$ cat config.mk
export PLATFORM = sky130hd
export DESIGN_NAME = mem_access
export DESIGN_NICKNAME = d
export VERILOG_FILES = /design/src/rtl/mem_access.sv
export SDC_FILE = /design/constraint.sdc
export NUM_CORES = 1
export LEC_CHECK = 0
export ABC_AREA = 1
export CAP_MARGIN = 10
export CORE_MARGIN = 2
export CORE_UTILIZATION = 45
export CTS_BUF_LIST = sky130_fd_sc_hd__clkbuf_8
export DETAILED_ROUTE_END_ITERATION = 8
export PLACE_DENSITY = 0.77
export SYNTH_ARGS = -nofsm -noshare
export SYNTH_HDL_FRONTEND = slang
export SYNTH_SLANG_ARGS = --single-unit
$ cat constraint.sdc
create_clock -name clk -period 5.2 [get_ports clk]
set_input_delay 1.04 -clock clk [delete_from_list [all_inputs] [get_ports clk]]
set_output_delay 1.04 -clock clk [all_outputs]
set_load 0.1 [all_outputs]
$ cat src/rtl/mem_access.sv
// Memory/write-back stage: takes one execute result, runs the data-memory
// load/store over a req/ack bus and produces the register write-back pulse.
module mem_access #(
  parameter int BUS_TIMEOUT = 255
) (
  input  logic        clk,
  input  logic        rst,
  input  logic        in_valid,
  output logic        in_ready,
  input  logic [31:0] data,
  input  logic [31:0] store_v,
  input  logic        mem_read_enabled,
  input  logic        mem_write_enabled,
  input  logic [2:0]  mem_size,
  input  logic        reg_write_enabled,
  input  logic [5:0]  reg_write_dest,
  output logic        bus_req,
  output logic        bus_we,
  output logic [31:0] bus_addr,
  output logic [31:0] bus_wdata,
  output logic [3:0]  bus_wstrb,
  input  logic [31:0] bus_rdata,
  input  logic        bus_ack,
  output logic        wb_enabled,
  output logic [5:0]  wb_dest,
  output logic [31:0] wb_data,
  output logic        misaligned,
  output logic        bus_error
);

  localparam int CW = $clog2(BUS_TIMEOUT + 1);

  typedef enum logic {IDLE, BUS} state_t;

  state_t        state_q, state_d;
  logic [CW-1:0] cnt_q, cnt_d;
  logic [31:0]   addr_q, addr_d;
  logic [1:0]    off_q, off_d;
  logic [31:0]   wdata_q, wdata_d;
  logic [3:0]    wstrb_q, wstrb_d;
  logic          we_q, we_d;
  logic [2:0]    size_q, size_d;
  logic [5:0]    dest_q, dest_d;
  logic          rwe_q, rwe_d;
  logic          wb_en_q, wb_en_d;
  logic [5:0]    wb_dest_q, wb_dest_d;
  logic [31:0]   wb_data_q, wb_data_d;
  logic          mis_q, mis_d;
  logic          berr_q, berr_d;

  logic          is_mem, mis_in;
  logic [2:0]    sz_n;
  logic [3:0]    st_strb;
  logic [31:0]   st_wdata;
  logic [7:0]    ld_b;
  logic [15:0]   ld_h;
  logic [31:0]   ld_val;

  // Unsupported size codes collapse to word so the rest only sees B/H/W/BU/HU.
  always_comb begin
    case (mem_size)
      3'b000, 3'b001, 3'b100, 3'b101: sz_n = mem_size;
      default:                        sz_n = 3'b010;
    endcase
  end

  always_comb begin
    is_mem = mem_read_enabled | mem_write_enabled;
    mis_in = ((sz_n[1:0] == 2'b01) && data[0]) ||
             ((sz_n == 3'b010) && (data[1:0] != 2'b00));
    case (sz_n[1:0])
      2'b00: begin
        st_strb  = 4'b0001 << data[1:0];
        st_wdata = {4{store_v[7:0]}};
      end
      2'b01: begin
        st_strb  = data[1] ? 4'b1100 : 4'b0011;
        st_wdata = {2{store_v[15:0]}};
      end
      default: begin
        st_strb  = 4'b1111;
        st_wdata = store_v;
      end
    endcase
  end

  always_comb begin
    case (off_q)
      2'd0:    ld_b = bus_rdata[7:0];
      2'd1:    ld_b = bus_rdata[15:8];
      2'd2:    ld_b = bus_rdata[23:16];
      default: ld_b = bus_rdata[31:24];
    endcase
    ld_h = off_q[1] ? bus_rdata[31:16] : bus_rdata[15:0];
    case (size_q)
      3'b000:  ld_val = {{24{ld_b[7]}}, ld_b};
      3'b100:  ld_val = {24'd0, ld_b};
      3'b001:  ld_val = {{16{ld_h[15]}}, ld_h};
      3'b101:  ld_val = {16'd0, ld_h};
      default: ld_val = bus_rdata;
    endcase
  end

  always_comb begin
    state_d   = state_q;
    cnt_d     = cnt_q;
    addr_d    = addr_q;
    off_d     = off_q;
    wdata_d   = wdata_q;
    wstrb_d   = wstrb_q;
    we_d      = we_q;
    size_d    = size_q;
    dest_d    = dest_q;
    rwe_d     = rwe_q;
    wb_en_d   = 1'b0;
    wb_dest_d = wb_dest_q;
    wb_data_d = wb_data_q;
    mis_d     = 1'b0;
    berr_d    = 1'b0;
    case (state_q)
      IDLE: begin
        if (in_valid) begin
          if (!is_mem) begin
            wb_en_d   = reg_write_enabled && (reg_write_dest != 6'd0);
            wb_dest_d = reg_write_dest;
            wb_data_d = data;
          end else if (mis_in) begin
            mis_d = 1'b1;
          end else begin
            state_d = BUS;
            cnt_d   = '0;
            addr_d  = {data[31:2], 2'b00};
            off_d   = data[1:0];
            wdata_d = st_wdata;
            we_d    = mem_write_enabled;
            wstrb_d = mem_write_enabled ? st_strb : 4'b0000;
            size_d  = sz_n;
            dest_d  = reg_write_dest;
            rwe_d   = reg_write_enabled;
          end
        end
      end
      BUS: begin
        // An ack in the would-be timeout cycle still completes the access.
        if (bus_ack) begin
          state_d = IDLE;
          if (!we_q) begin
            wb_en_d   = rwe_q && (dest_q != 6'd0);
            wb_dest_d = dest_q;
            wb_data_d = ld_val;
          end
        end else if (cnt_q == CW'(BUS_TIMEOUT - 1)) begin
          state_d = IDLE;
          berr_d  = 1'b1;
        end else begin
          cnt_d = cnt_q + CW'(1);
        end
      end
      default: state_d = IDLE;
    endcase
  end

  always_ff @(posedge clk or posedge rst) begin
    if (rst) begin
      state_q   <= IDLE;
      cnt_q     <= '0;
      addr_q    <= '0;
      off_q     <= '0;
      wdata_q   <= '0;
      wstrb_q   <= '0;
      we_q      <= 1'b0;
      size_q    <= '0;
      dest_q    <= '0;
      rwe_q     <= 1'b0;
      wb_en_q   <= 1'b0;
      wb_dest_q <= '0;
      wb_data_q <= '0;
      mis_q     <= 1'b0;
      berr_q    <= 1'b0;
    end else begin
      state_q   <= state_d;
      cnt_q     <= cnt_d;
      addr_q    <= addr_d;
      off_q     <= off_d;
      wdata_q   <= wdata_d;
      wstrb_q   <= wstrb_d;
      we_q      <= we_d;
      size_q    <= size_d;
      dest_q    <= dest_d;
      rwe_q     <= rwe_d;
      wb_en_q   <= wb_en_d;
      wb_dest_q <= wb_dest_d;
      wb_data_q <= wb_data_d;
      mis_q     <= mis_d;
      berr_q    <= berr_d;
    end
  end

  assign in_ready   = (state_q == IDLE);
  assign bus_req    = (state_q == BUS);
  assign bus_we     = bus_req & we_q;
  assign bus_addr   = addr_q;
  assign bus_wdata  = wdata_q;
  assign bus_wstrb  = bus_req ? wstrb_q : 4'b0000;
  assign wb_enabled = wb_en_q;
  assign wb_dest    = wb_dest_q;
  assign wb_data    = wb_data_q;
  assign misaligned = mis_q;
  assign bus_error  = berr_q;

endmodule

==> flow_summary.yaml, run 1 <==
placement:
  routabilityCongestion: 0.8676
  place_ws_ns: 1.576
  dpl.hpwl_mm: 13.76
  io_buffers: 221
  postPlaceCellArea_um2: 8697
grt:
  grt_antenna_before_repair: 0
  grt_pass1_wl_mm: 29.93
  overflow: 0
  grt_max_degree: 113
  grt_pass1_vias: 6027
  grt_usage_pct: 25.50
sta:
  whs_ns: 0.4794
  tns_ns: 0
  finalHoldViolations: 0
  relSlewSlack_pct: 29.17
  rsz0062_at_grt: "false"
  finalCritPeriodShare_pct: 70.54
  finalCriticalPeriod_ns: 3.668
  slew_violations: 0
  tightest_slew_ns: 1.062
  skew_ns: 0.007856
  finalSetupViolations: 0
  setup_ws_ns: 1.532
  fmax_mhz: 272.6
drt:
  drtAntennaViolNets: 0
  firstDrtPassIters: 5
  drt_iter0_drc: 541
  postRouteWirelength_mm: 19.41
  vias: 6381
  wl_per_cell_um: 15.37
  via_per_inst: 5.052
  drc: 0
layout:
  final_nets: 1184
  nFillCells: 1246
  drive_above_1_share_pct: 4.709
  antenna_cells: 0
  multi_input_area_um2: 2793
  syn_to_final_growth_pct: 40.79
  stdcell_area_um2: 9125
  register_area_um2: 3228
die:
  die_x_um: 124.0
  rows: 43
  initial_core_util_pct: 46.33
  die_area_um2: 15380
  fp.dieH_um: 124.0
  ioPinCount: 224
  core_area_um2: 13990
clocking:
  tritoncts: "yes"
  clock_sinks: 129
  cts-root-buf: "clkbuf_8"
  post-cts-setup-buffers: 0
  h-tree-depth: 4
  cts_hold_buf: 0
  worstSkewPairLatency_ns: 0.44
  cts_inserted_buffers: 17
  clkTransAtPathRegs_ns: 0.07
  cts_resized: 0
  clock_path_buffers: 2
synth:
  ys.flop_type: "dfrtp_1"
  synth_cells: 874
  async_flop_share_pct: 100.0
  yosysWarnings: 0
  ys_seq_area_share_pct: 49.81
  syn-cell-area_um2: 6481
  yosys_register_bits: 129
  synth_edf_count: 0
  postSynthAreaPerCell_um2: 7.416
  ys_types: 33
worst_setup_path:
  crit_arrival_ns: 2.63
  critPathCaptureType: "output port"
  worstPathMaxFanout: 44
  critical_path_class: "flip-flop to output port"
  start_kind: "flip-flop"
  r2r_cells: 5
  cp.required_ns: 4.16
power:
  ir_drop_v: 0.0003740
  power_uw: 5763
  p_leak_uw: 0.004390
  power_density_nw_per_um2: 631.6
min_path:
  hold_path_class: "flip-flop to flip-flop"
  hold_depth: 2
flow_run:
  cap_viol_max_count: 0
status:
  outcome: "completed"
[report_power, final]
| part | internal [µW] | total [µW] | switching, µW | leakage, µW |
|---|---|---|---|---|
| Clock | 540 | 931 | 392 | 0.000226 |
| Sequential | 1300 | 1510 | 208 | 0.00161 |
| Combinational | 735 | 3320 | 2590 | 0.00255 |
[flip-flops by register name (all words and copies together), names as in the netlist]
signal      count
dest_q          6
bus_error       1
wstrb_q         4
rwe_q           1
misaligned      1
bus_wdata      32
off_q           2
wb_dest         6
size_q          3
wb_data        32
bus_addr       30
bus_req         1
wb_enabled      1
we_q            1
cnt_q           8
[synth_stat cells, types with 3 or more instances]
cell type / instances / area, µm²
a21oi_1: 52 / 260.3
o21ai_0: 59 / 295.3
buf_6: 4 / 45.04
nand2_1: 337 / 1265
o21ai_1: 15 / 75.07
o21a_1: 4 / 30.03
nand4_1: 4 / 25.02
dfrtp_1: 129 / 3228
nand3b_1: 3 / 22.52
nor2_1: 90 / 337.8
o211ai_1: 7 / 52.55
inv_2: 5 / 18.77
buf_4: 13 / 97.59
inv_1: 42 / 157.7
buf_2: 15 / 75.07
clkbuf_1: 17 / 63.81
nand3_1: 55 / 275.3
nand2_2: 4 / 25.02
[kinds of logic after synthesis]
kind of cell	share of synthesized area, %
AOI/OAI and AO/OA	11.33
and+or+nand+nor	31.00
xor gates and xnor gates	0.1352
buffers and inverters	7.278
other	0.05786
DFF	49.81
adders and majority gates	0.3860
[worst max-delay path: stages (launching register included)]
cell	delay (ns)
dfrtp_1	0.39
buf_4	0.45
nand2_1	0.13
inv_2	0.09
clkdlybuf4s50_1	1.13
[layout by cell type, fill, tap and decap left out, types with 3 or more instances in the layout]
cell	Yosys	layout
a21oi_1	52	52
buf_4	13	4
bufinv_16	0	4
clkbuf_8	0	19
clkdlybuf4s50_1	0	221
clkinv_2	0	7
dfrtp_1	129	129
inv_1	42	42
inv_2	5	5
nand2_1	337	336
nand2_2	4	4
nand3_1	55	55
nand3b_1	3	3
nand4_1	4	4
nor2_1	90	90
o211ai_1	7	7
o21a_1	4	4
o21ai_0	59	59
o21ai_1	15	15
[final cells by class]
type                            count  share of cell area, %
Timing Repair Buffer              226                  24.79
Multi-Input combinational cell    647                  30.60
Sequential cell                   129                  35.38
Inverter                           49                  2.070
Clock inverter                     13                  1.824
Clock buffer                       19                  2.866
Tap cell                          180                  2.468
[layer usage]
metal,vias to the layer above,routed length (µm),global-route usage [%]
met2,262,9060,40.59
met5,-,0,0
met4,0,446,10.67
li1,3173,-,-
met3,37,1900,8.379
met1,2909,8007,31.96
[stage by stage]
stage                     instances  utilization, %
after global routing           1263           65.23
after detailed placement       1231           62.17
after floorplan                 875               -
after CTS                      1263           65.23
final                          1263           65.23
after global placement         1231           62.17
[path summary, 6_finish.rpt]
| path | startpoint | to | slack [ns] |
|---|---|---|---|
| hold reg to reg | wb_data[29] | wb_data[29] | 0.48 |
| setup reg to reg | size_q[1] | wb_data[10] | 2.55 |
| hold / removal | wb_data[29] | wb_data[29] | 0.48 |
| max in group asynchronous | rst | bus_wdata[7] | 3.36 |
| setup / recovery | bus_req | bus_we | 1.53 |
| min in group asynchronous | rst | wb_dest[0] | 0.97 |
(Power assumes the default switching activity.)
==> inputs of run 2 (changes only) <==
--- a/config.mk
+++ b/config.mk
@@ -8,7 +8,7 @@
 export ABC_AREA = 1
 export CAP_MARGIN = 10
 export CORE_MARGIN = 2
-export CORE_UTILIZATION = 45
+export CORE_UTILIZATION = 43
 export CTS_BUF_LIST = sky130_fd_sc_hd__clkbuf_8
 export DETAILED_ROUTE_END_ITERATION = 8
 export PLACE_DENSITY = 0.77
==> constraint.sdc (replaced) <==
create_clock -name clk -period 3.35 [get_ports clk]
set_input_delay 0.67 -clock clk [delete_from_list [all_inputs] [get_ports clk]]
set_output_delay 0.67 -clock clk [all_outputs]
set_load 0.1 [all_outputs]
==> flow_summary.yaml, run 2 (synthesized netlist as in run 1, its figures left out) <==
min_path:
  hp-start: "bus_addr[10]"
  hold_path_class: "flip-flop to flip-flop"
  hold_depth: 2
  holdPathEnd: "bus_addr[10]"
worst_setup_path:
  critPathMaxStageDelay_ns: 1.14
  worstPathMaxFanout: 2
  critPathCaptureType: "output port"
  critPathSlowestCell: "clkdlybuf4s50_1"
  cp.required_ns: 2.68
  worstReg2RegEnd: "size_q[2]"
  crit_buf_inv: 1
  start_kind: "flip-flop"
  critical_path_class: "flip-flop to output port"
  r2r_cells: 8
  r2r_start: "bus_req"
  r2r_slack_ns: 1.35
  path_cells: "clkdlybuf4s50_1"
  critical_path.top_delay_family: "buffers and inverters"
  crit_arrival_ns: 1.94
clocking:
  cts-root-buf: "clkbuf_8"
  cts_inserted_buffers: 17
  cts_resized: 0
  clock_sinks: 129
  cts_hold_buf: 0
  worstSkewPairLatency_ns: 0.44
  clkTransAtPathRegs_ns: 0.07
  post-cts-setup-buffers: 0
  h-tree-depth: 4
  tritoncts: "yes"
  clock_path_buffers: 2
power:
  seqPwrFrac_pct: 26.5
  power.switching_uw: 4947
  clkPwrFrac_pct: 16.0
  p_int_uw: 3896
  p_leak_uw: 0.004583
  netSwitchingFraction_pct: 55.94
  ir_drop_v: 0.0005573
  p_comb_share_pct: 57.5
  power_density_nw_per_um2: 979.2
placement:
  io_buffers: 221
  dp.cells: 1241
  dpl.hpwl_mm: 13.95
  routabilityCongestion: 0.9118
grt:
  overflow: 0
  grt_pass1_wl_mm: 30.89
  grt_antenna_before_repair: 0
  grt_usage_pct: 24.28
  grt_pass1_vias: 6087
  grt_max_degree: 113
die:
  die_x_um: 126.8
  die_area_um2: 16070
  ioPinCount: 224
  rows: 44
  fp.dieH_um: 126.8
  core_area_um2: 14640
  initial_core_util_pct: 44.26
layout:
  drive_above_1_share_pct: 13.98
  syn_to_final_growth_pct: 39.34
  final_nets: 1190
  nFillCells: 1290
  finalNonFillerCells: 1271
  antenna_cells: 0
  layout_commonest_cell: "nand2_1"
  mostFrequentLayoutCells: "nand2_1 (336), dfrtp_1 (129), clkdlybuf4s50_1 (120), buf_4 (101), nor2_1 (90)"
drt:
  postRouteWirelength_mm: 19.50
  drt_iter0_drc: 586
  wl_per_cell_um: 15.34
  vias: 6448
  via_per_inst: 5.073
  firstDrtPassIters: 5
  drtAntennaViolNets: 0
  drc: 0
sta:
  relSlewSlack_pct: 35.14
  tightest_slew_ns: 0.9699
  finalSetupViolations: 0
  finalCriticalPeriod_ns: 2.608
  rsz0062_at_grt: "false"
  fmax_mhz: 383.4
  finalCritPeriodShare_pct: 77.86
  tns_ns: 0
  whs_ns: 0.4809
  skew_ns: 0.009964
  slew_violations: 0
  finalHoldViolations: 0
status:
  outcome: "completed"
flow_run:
  cap_viol_max_count: 0
run 2: changes by cell type in the layout (fill, tap and decap cells not counted):
cell,before,now
buf_4,4,101
inv_1,42,46
buf_12,1,11
inv_4,2,1
clkinv_2,7,2
clkdlybuf4s50_1,221,120
run 2: power by group through the flow:
| stage | Clock [µW] | Combinational, µW | Sequential (µW) |
|---|---|---|---|
| floorplan | 0 | 977 | 5260 |
| global route | 1520 | 5310 | 2400 |
| CTS | 1450 | 5100 | 2340 |
| finish | 1420 | 5090 | 2340 |
| global placement | 0 | 5050 | 2350 |
| detailed placement | 0 | 5090 | 2350 |
run 2: routing by layer:
layer | vias to the layer above | GRT usage, % | routed length [µm]
met5 | - | 0 | 0
met4 | 0 | 7.757 | 328
met3 | 24 | 6.959 | 1684
met2 | 283 | 39.36 | 9153
met1 | 2958 | 31.65 | 8330
li1 | 3183 | - | -
run 2: worst max-delay path by stage:
stage | from | end | slack, ns | depth (start not counted)
global route | bus_addr[14] | bus_addr[14] | 0.68 | 1
finish | bus_addr[14] | bus_addr[14] | 0.74 | 1
detailed placement | mem_size[1] | bus_wdata[24] | 0.53 | 6
global placement | mem_size[1] | bus_wdata[15] | 0.64 | 7
CTS | bus_addr[14] | bus_addr[14] | 0.71 | 1
floorplan | bus_req | in_ready | 0.39 | 4
run 2: area by class of cell:
cell class              instances  area, µm²  area share, %
multi-input cells             647       2793          30.92
well taps                     184      230.2          2.549
clock buffers                  19      261.5          2.896
clock inverters                11      148.9          1.649
inverters                      49      190.2          2.106
repair buffers                232       2180          24.13
flip-flops and latches        129       3228          35.74
run 2: through the flow:
step	cell area (µm²)	utilization, %	setup WS (ns)	total power (µW)
after global placement	8621	58.87	0.6378	7406
after floorplan	6489	-	0.3910	6242
final	9031	61.67	0.7416	8844
after CTS	9031	61.67	0.7067	8882
after detailed placement	8621	58.87	0.5251	7444
after global routing	9031	61.67	0.6785	9223
